==> config.mk <==
export PLATFORM = sky130hd
export DESIGN_NAME = gf180mcu_fd_sc_mcu9t5v0__addf_pipe
export DESIGN_NICKNAME = d
export VERILOG_FILES = /design/src/rtl/gf180mcu_fd_sc_mcu9t5v0__addf_pipe.sv
export SDC_FILE = /design/constraint.sdc
export NUM_CORES = 1
export LEC_CHECK = 0
export ABC_AREA = 1
export BUFFER_PORTS_ARGS = -buffer_cell sky130_fd_sc_hd__buf_4
export CAP_MARGIN = 20
export CORE_MARGIN = 1
export CORE_UTILIZATION = 40
export DETAILED_ROUTE_END_ITERATION = 6
export GPL_ROUTABILITY_DRIVEN = 0
export PLACE_DENSITY = 0.56
export SYNTH_ARGS = -nofsm -noshare
export SYNTH_HDL_FRONTEND = slang
export SYNTH_SLANG_ARGS = --single-unit
==> constraint.sdc <==
create_clock -name CLK -period 3.35 [get_ports CLK]
set_input_delay 0 -clock CLK [delete_from_list [all_inputs] [get_ports CLK]]
set_output_delay 0 -clock CLK [all_outputs]
set_load 0.05 [all_outputs]
==> src/rtl/gf180mcu_fd_sc_mcu9t5v0__addf_pipe.sv <==
// Pipelined ripple-carry adder/subtractor built from full-adder slices, with signed overflow output.
// Latency: STAGES register stages from the accepting edge to a valid S/CO/OVF.
// Backpressure: global stall; IN_READY = ~OUT_VALID | OUT_READY, and every stage holds while it is low.
module gf180mcu_fd_sc_mcu9t5v0__addf_pipe #(
    parameter int WIDTH  = 16,
    parameter int STAGES = 4
) (
    input  logic             CLK,
    input  logic             RST,
    input  logic [WIDTH-1:0] A,
    input  logic [WIDTH-1:0] B,
    input  logic             CI,
    input  logic             SUB,
    input  logic             IN_VALID,
    output logic             IN_READY,
    output logic [WIDTH-1:0] S,
    output logic             CO,
    output logic             OVF,
    output logic             OUT_VALID,
    input  logic             OUT_READY
);
    localparam int W = WIDTH / STAGES;

    if (WIDTH < 2 || STAGES < 1 || STAGES > WIDTH || (WIDTH % STAGES) != 0) begin : g_param_check
        $error("addf_pipe: WIDTH must be >= 2 and a multiple of STAGES, 1 <= STAGES <= WIDTH");
    end

    logic              adv;
    logic              accept;
    logic [WIDTH-1:0]  b_eff;
    logic [STAGES-1:0] vld_d;
    logic [STAGES-1:0] vld_q;

    assign adv       = ~vld_q[STAGES-1] | OUT_READY;
    assign accept    = IN_VALID & adv;
    assign b_eff     = B ^ {WIDTH{SUB}};
    assign IN_READY  = adv;
    assign OUT_VALID = vld_q[STAGES-1];

    always_comb begin
        vld_d = vld_q;
        if (adv) begin
            vld_d[0] = accept;
            for (int k = 1; k < STAGES; k++) begin
                vld_d[k] = vld_q[k-1];
            end
        end
    end

    always_ff @(posedge CLK or posedge RST) begin
        if (RST) begin
            vld_q <= '0;
        end else begin
            vld_q <= vld_d;
        end
    end

    // Stage k keeps the finished low sum bits and the still-unused high operand bits.
    // B is stored already inverted for subtract, so SUB never travels down the pipe.
    for (genvar k = 0; k < STAGES - 1; k++) begin : g_st
        localparam int SW = (k + 1) * W;
        localparam int RW = WIDTH - SW;

        logic [W-1:0]  a_sl;
        logic [W-1:0]  b_sl;
        logic [W-1:0]  s_sl;
        logic          cin;
        logic          ld;
        logic          c_n;
        logic [SW-1:0] sum_n;
        logic [RW-1:0] a_n;
        logic [RW-1:0] b_n;
        logic [SW-1:0] sum_d;
        logic [SW-1:0] sum_q;
        logic [RW-1:0] a_d;
        logic [RW-1:0] a_q;
        logic [RW-1:0] b_d;
        logic [RW-1:0] b_q;
        logic          c_d;
        logic          c_q;

        if (k == 0) begin : g_src
            assign a_sl  = A[W-1:0];
            assign b_sl  = b_eff[W-1:0];
            assign cin   = CI;
            assign ld    = accept;
            assign a_n   = A[WIDTH-1:W];
            assign b_n   = b_eff[WIDTH-1:W];
            assign sum_n = s_sl;
        end else begin : g_src
            assign a_sl  = g_st[k-1].a_q[W-1:0];
            assign b_sl  = g_st[k-1].b_q[W-1:0];
            assign cin   = g_st[k-1].c_q;
            assign ld    = adv & vld_q[k-1];
            assign a_n   = g_st[k-1].a_q[RW+W-1:W];
            assign b_n   = g_st[k-1].b_q[RW+W-1:W];
            assign sum_n = {s_sl, g_st[k-1].sum_q};
        end

        always_comb begin
            {c_n, s_sl} = {1'b0, a_sl} + {1'b0, b_sl} + {{W{1'b0}}, cin};
        end

        // Data only moves with a valid token, so bubbles leave the registers untouched.
        always_comb begin
            sum_d = sum_q;
            a_d   = a_q;
            b_d   = b_q;
            c_d   = c_q;
            if (ld) begin
                sum_d = sum_n;
                a_d   = a_n;
                b_d   = b_n;
                c_d   = c_n;
            end
        end

        always_ff @(posedge CLK or posedge RST) begin
            if (RST) begin
                sum_q <= '0;
                a_q   <= '0;
                b_q   <= '0;
                c_q   <= 1'b0;
            end else begin
                sum_q <= sum_d;
                a_q   <= a_d;
                b_q   <= b_d;
                c_q   <= c_d;
            end
        end
    end

    logic [W-1:0]     f_a;
    logic [W-1:0]     f_b;
    logic [W-1:0]     f_s;
    logic             f_cin;
    logic             f_ld;
    logic             f_co;
    logic             msb_c;
    logic [WIDTH-1:0] s_n;
    logic [WIDTH-1:0] s_d;
    logic [WIDTH-1:0] s_q;
    logic             co_d;
    logic             co_q;
    logic             ovf_d;
    logic             ovf_q;

    if (STAGES == 1) begin : g_fin
        assign f_a   = A;
        assign f_b   = b_eff;
        assign f_cin = CI;
        assign f_ld  = accept;
        assign s_n   = f_s;
    end else begin : g_fin
        assign f_a   = g_st[STAGES-2].a_q;
        assign f_b   = g_st[STAGES-2].b_q;
        assign f_cin = g_st[STAGES-2].c_q;
        assign f_ld  = adv & vld_q[STAGES-2];
        assign s_n   = {f_s, g_st[STAGES-2].sum_q};
    end

    // Carry into the MSB is recovered from the MSB sum bit: s = a ^ b ^ c_in.
    always_comb begin
        {f_co, f_s} = {1'b0, f_a} + {1'b0, f_b} + {{W{1'b0}}, f_cin};
        msb_c       = f_a[W-1] ^ f_b[W-1] ^ f_s[W-1];
    end

    always_comb begin
        s_d   = s_q;
        co_d  = co_q;
        ovf_d = ovf_q;
        if (f_ld) begin
            s_d   = s_n;
            co_d  = f_co;
            ovf_d = msb_c ^ f_co;
        end
    end

    always_ff @(posedge CLK or posedge RST) begin
        if (RST) begin
            s_q   <= '0;
            co_q  <= 1'b0;
            ovf_q <= 1'b0;
        end else begin
            s_q   <= s_d;
            co_q  <= co_d;
            ovf_q <= ovf_d;
        end
    end

    assign S   = s_q;
    assign CO  = co_q;
    assign OVF = ovf_q;

endmodule

==> flow_metrics.tcl <==
set metrics [dict create \
    synth_edf_count 0 \
    outcome "complete, no violations" \
    hold_ws_ns 0.0375 \
    syn_inst 488 \
    slowest_delay_ns 0.48 \
    antenna_found_initial 0 \
    peakVddDrop_uv 486 \
    reg2reg_from "f_a[0]" \
    p_per_area_nw_per_um2 834 \
    dp.cells 666 \
    portBuffers 57 \
    tns_ns 0 \
    skew_ns 0.0126 \
    wl_um 7800 \
    final_antenna_net_count 0 \
    synth_area_leaders "dfrtp_1, nand2_1, o21ai_0" \
    pwr-share-comb_pct 41.6 \
    cp-end-kind "flip-flop" \
    cts_buffers 9 \
    first_global_vias 2960 \
    synth_top_area_share_pct 55.6 \
    dpl.hpwl_um 5550 \
    worstSetupStartpoint "f_a[0]" \
    tightest_slew_ns 0.550 \
    hp-start "A[1]" \
    areaGrowthSynthToFinish_pct 21.7 \
    ctsResizeCount 0 \
    vias 3146 \
    cts_tree "done" \
    ys_ff_latch 97 \
    synth_cell_type_count 22 \
    p_leak_uw 0.00278 \
    multi_input_area_um2 1710 \
    syn_nets 546 \
    setup_violations 0 \
    stdcell_count 706 \
    cpMaxStageDelayCell "fa_1" \
    die_area_um2 11300 \
    grt_util_all_layers_pct 15.3 \
    avgSynthCellArea_um2 8.94 \
    final_layout_size_suffix_gt1_share_pct 15.1 \
    num_io_pins 58 \
    fin_util_pct 50.8 \
    arrival_ns 2.10 \
    yosys.area.top_type "dfrtp_1" \
    antenna_cells 0 \
    holdCritPathClass "input pin to flip-flop" \
    cp_max_fo 3 \
    async_reset_ff_share_pct 100 \
    wire_per_inst_um 11.1 \
    regArea_um2 2430 \
    drc 0 \
    maxCapViolCount 0 \
    power.share.clock_pct 15.3 \
    cts-root-buf "clkbuf_8" \
    slew_violations 0 \
    row_count 37 \
    clock_latency_ns 0.36 \
    grt_max_degree 45 \
    path_class "flip-flop to flip-flop" \
    nFillCells 1052 \
    core_um2 10500 \
    path_common_cell "nand2_1" \
    worstPathRequired_ns 3.61 \
    rsz0062_at_grt "no" \
    start_util_pct 41.7 \
    final.min_clock_period_ns 1.84 \
    dr.first_iter.drc_count 109 \
    report.final.hold_viol_count 0 \
    yosysMostFrequentCell "nand2_1" \
    synthTopCellsByCount "nand2_1, dfrtp_1, o21ai_0" \
    grt_pass1_wl_um 13700 \
    yosys_warnings 0 \
    finalNetCount 624 \
    cts_setup_buffers 0 \
    power_frac_seq_pct 43.1 \
    viasPerCell 4.46 \
    ys_seq_area_share_pct 55.6 \
    worstSetupStartpointType "flip-flop" \
    worstPathCellList "fa_1 > fa_1 > nand2_1 > nand2_1 > nand2_1 > nand2_1 > nand3_1 > nand2_1" \
    cts.sinks 97 \
    maxSlewHeadroom_pct 63.3 \
    htreeDepth 3 \
    switching_power_uw 1850 \
    r2r_slack_ns 1.51 \
    dr.pass1.iters 4 \
    post-route-period-util_pct 54.9 \
    clock_path_buffers 2 \
    dieHeight_um 106 \
    path_clk_slew_ns 0.09 \
    p_total_uw 4430 \
    fp.dieW_um 106 \
    synth_flop_cell "dfrtp_1" \
    p_int_uw 2580 \
    grt_overflow 0 \
    timing.fmax_mhz 544 \
    netlist_area_um2 4360 \
    swShare_pct 41.8 \
]
==> timing repair <==
item / 4_1_cts / 5_1_grt
hold endpoints to repair: 121 / 0
hold buffers: 25 / 0
endpoints found under the setup margin: 0 / 0
==> power by group through the flow <==
stage | Sequential [uW] | Combinational [uW] | Clock [uW]
floorplan | 2210 | 1090 | 0
global placement | 1920 | 1820 | 0
detailed placement | 1940 | 1850 | 0
CTS | 1910 | 1880 | 702
global route | 1980 | 2100 | 746
finish | 1910 | 1840 | 679
==> final timing paths <==
kind / cells after the start / end
worst max register to register: 8 / OVF
worst min register to register: 2 / g_st[2].sum_q[8]
worst min-delay path: 4 / g_st[0].sum_q[1]
worst max-delay path: 8 / OVF
max in group asynchronous: 4 / g_st[1].b_q[1]
min in group asynchronous: 3 / g_st[0].a_q[8]
==> layer usage <==
metal  part of all wire, %  global-route usage (%)  vias up
met2                    41                    23.1       58
met4                   1.4                    5.77        0
met3                   3.3                    3.19       10
met1                    54                    21.6     1421
li1                      -                       -     1657
met5                     0                       0        -
==> state kept, by name (all words and copies together), names as in the netlist <==
signal / cells
f_cin: 1
OVF: 1
g_st.sum_q: 24
vld_q: 4
S: 16
g_st.b_q: 20
f_b: 4
f_a: 4
g_st.a_q: 20
CO: 1
g_st.c_q: 2
==> critical path, delay by kind of cell (launching register included) <==
family | cells | cell delay (ns)
adders and majority gates | 2 | 0.93
DFF | 1 | 0.41
and+or+nand+nor | 6 | 0.41
==> layout make-up <==
class	count	share of cell area, %
inverters	32	2.29
well taps	136	3.20
multi-input cells	340	32.2
repair buffers	86	13.3
clock inverters	4	0.565
clock buffers	11	2.66
flip-flops and latches	97	45.7
==> cells in the final DEF (no fill, tap or decap) <==
| cell | instances |
|---|---|
| nand2_1 | 226 |
| dfrtp_1 | 97 |
| buf_4 | 61 |
| o21ai_0 | 34 |
| inv_1 | 26 |
| dlygate4sd3_1 | 25 |
| xnor2_1 | 15 |
| nand3_1 | 13 |
| ha_1 | 12 |
| nor2_1 | 11 |
| clkbuf_8 | 10 |
| fa_1 | 8 |
| a21oi_1 | 6 |
| inv_2 | 5 |
| clkinvlp_4 | 4 |
| o21ai_1 | 3 |
| xor2_1 | 3 |
| nand3b_1 | 3 |
| nor2_4 | 2 |
| nand2_4 | 1 |
| nor2_2 | 1 |
| or2_2 | 1 |
| clkinv_2 | 1 |
| nand4_1 | 1 |
| clkbuf_1 | 1 |
==> stage by stage <==
step	cell area (um2)	worst slack, ns
floorplan	4360	0.816
global placement	4890	1.56
detailed placement	4890	1.53
CTS	5310	1.51
global route	5310	1.42
finish	5310	1.51
==> kinds of logic after synthesis <==
kind of cell    share of synthesized area [%]
buf+inv                                  5.13
simple gates                             23.6
flops                                    55.6
xor+xnor                                 3.61
compound gates                           4.93
fa+ha+maj                                7.11
Power figures use the tool's default switching activity.
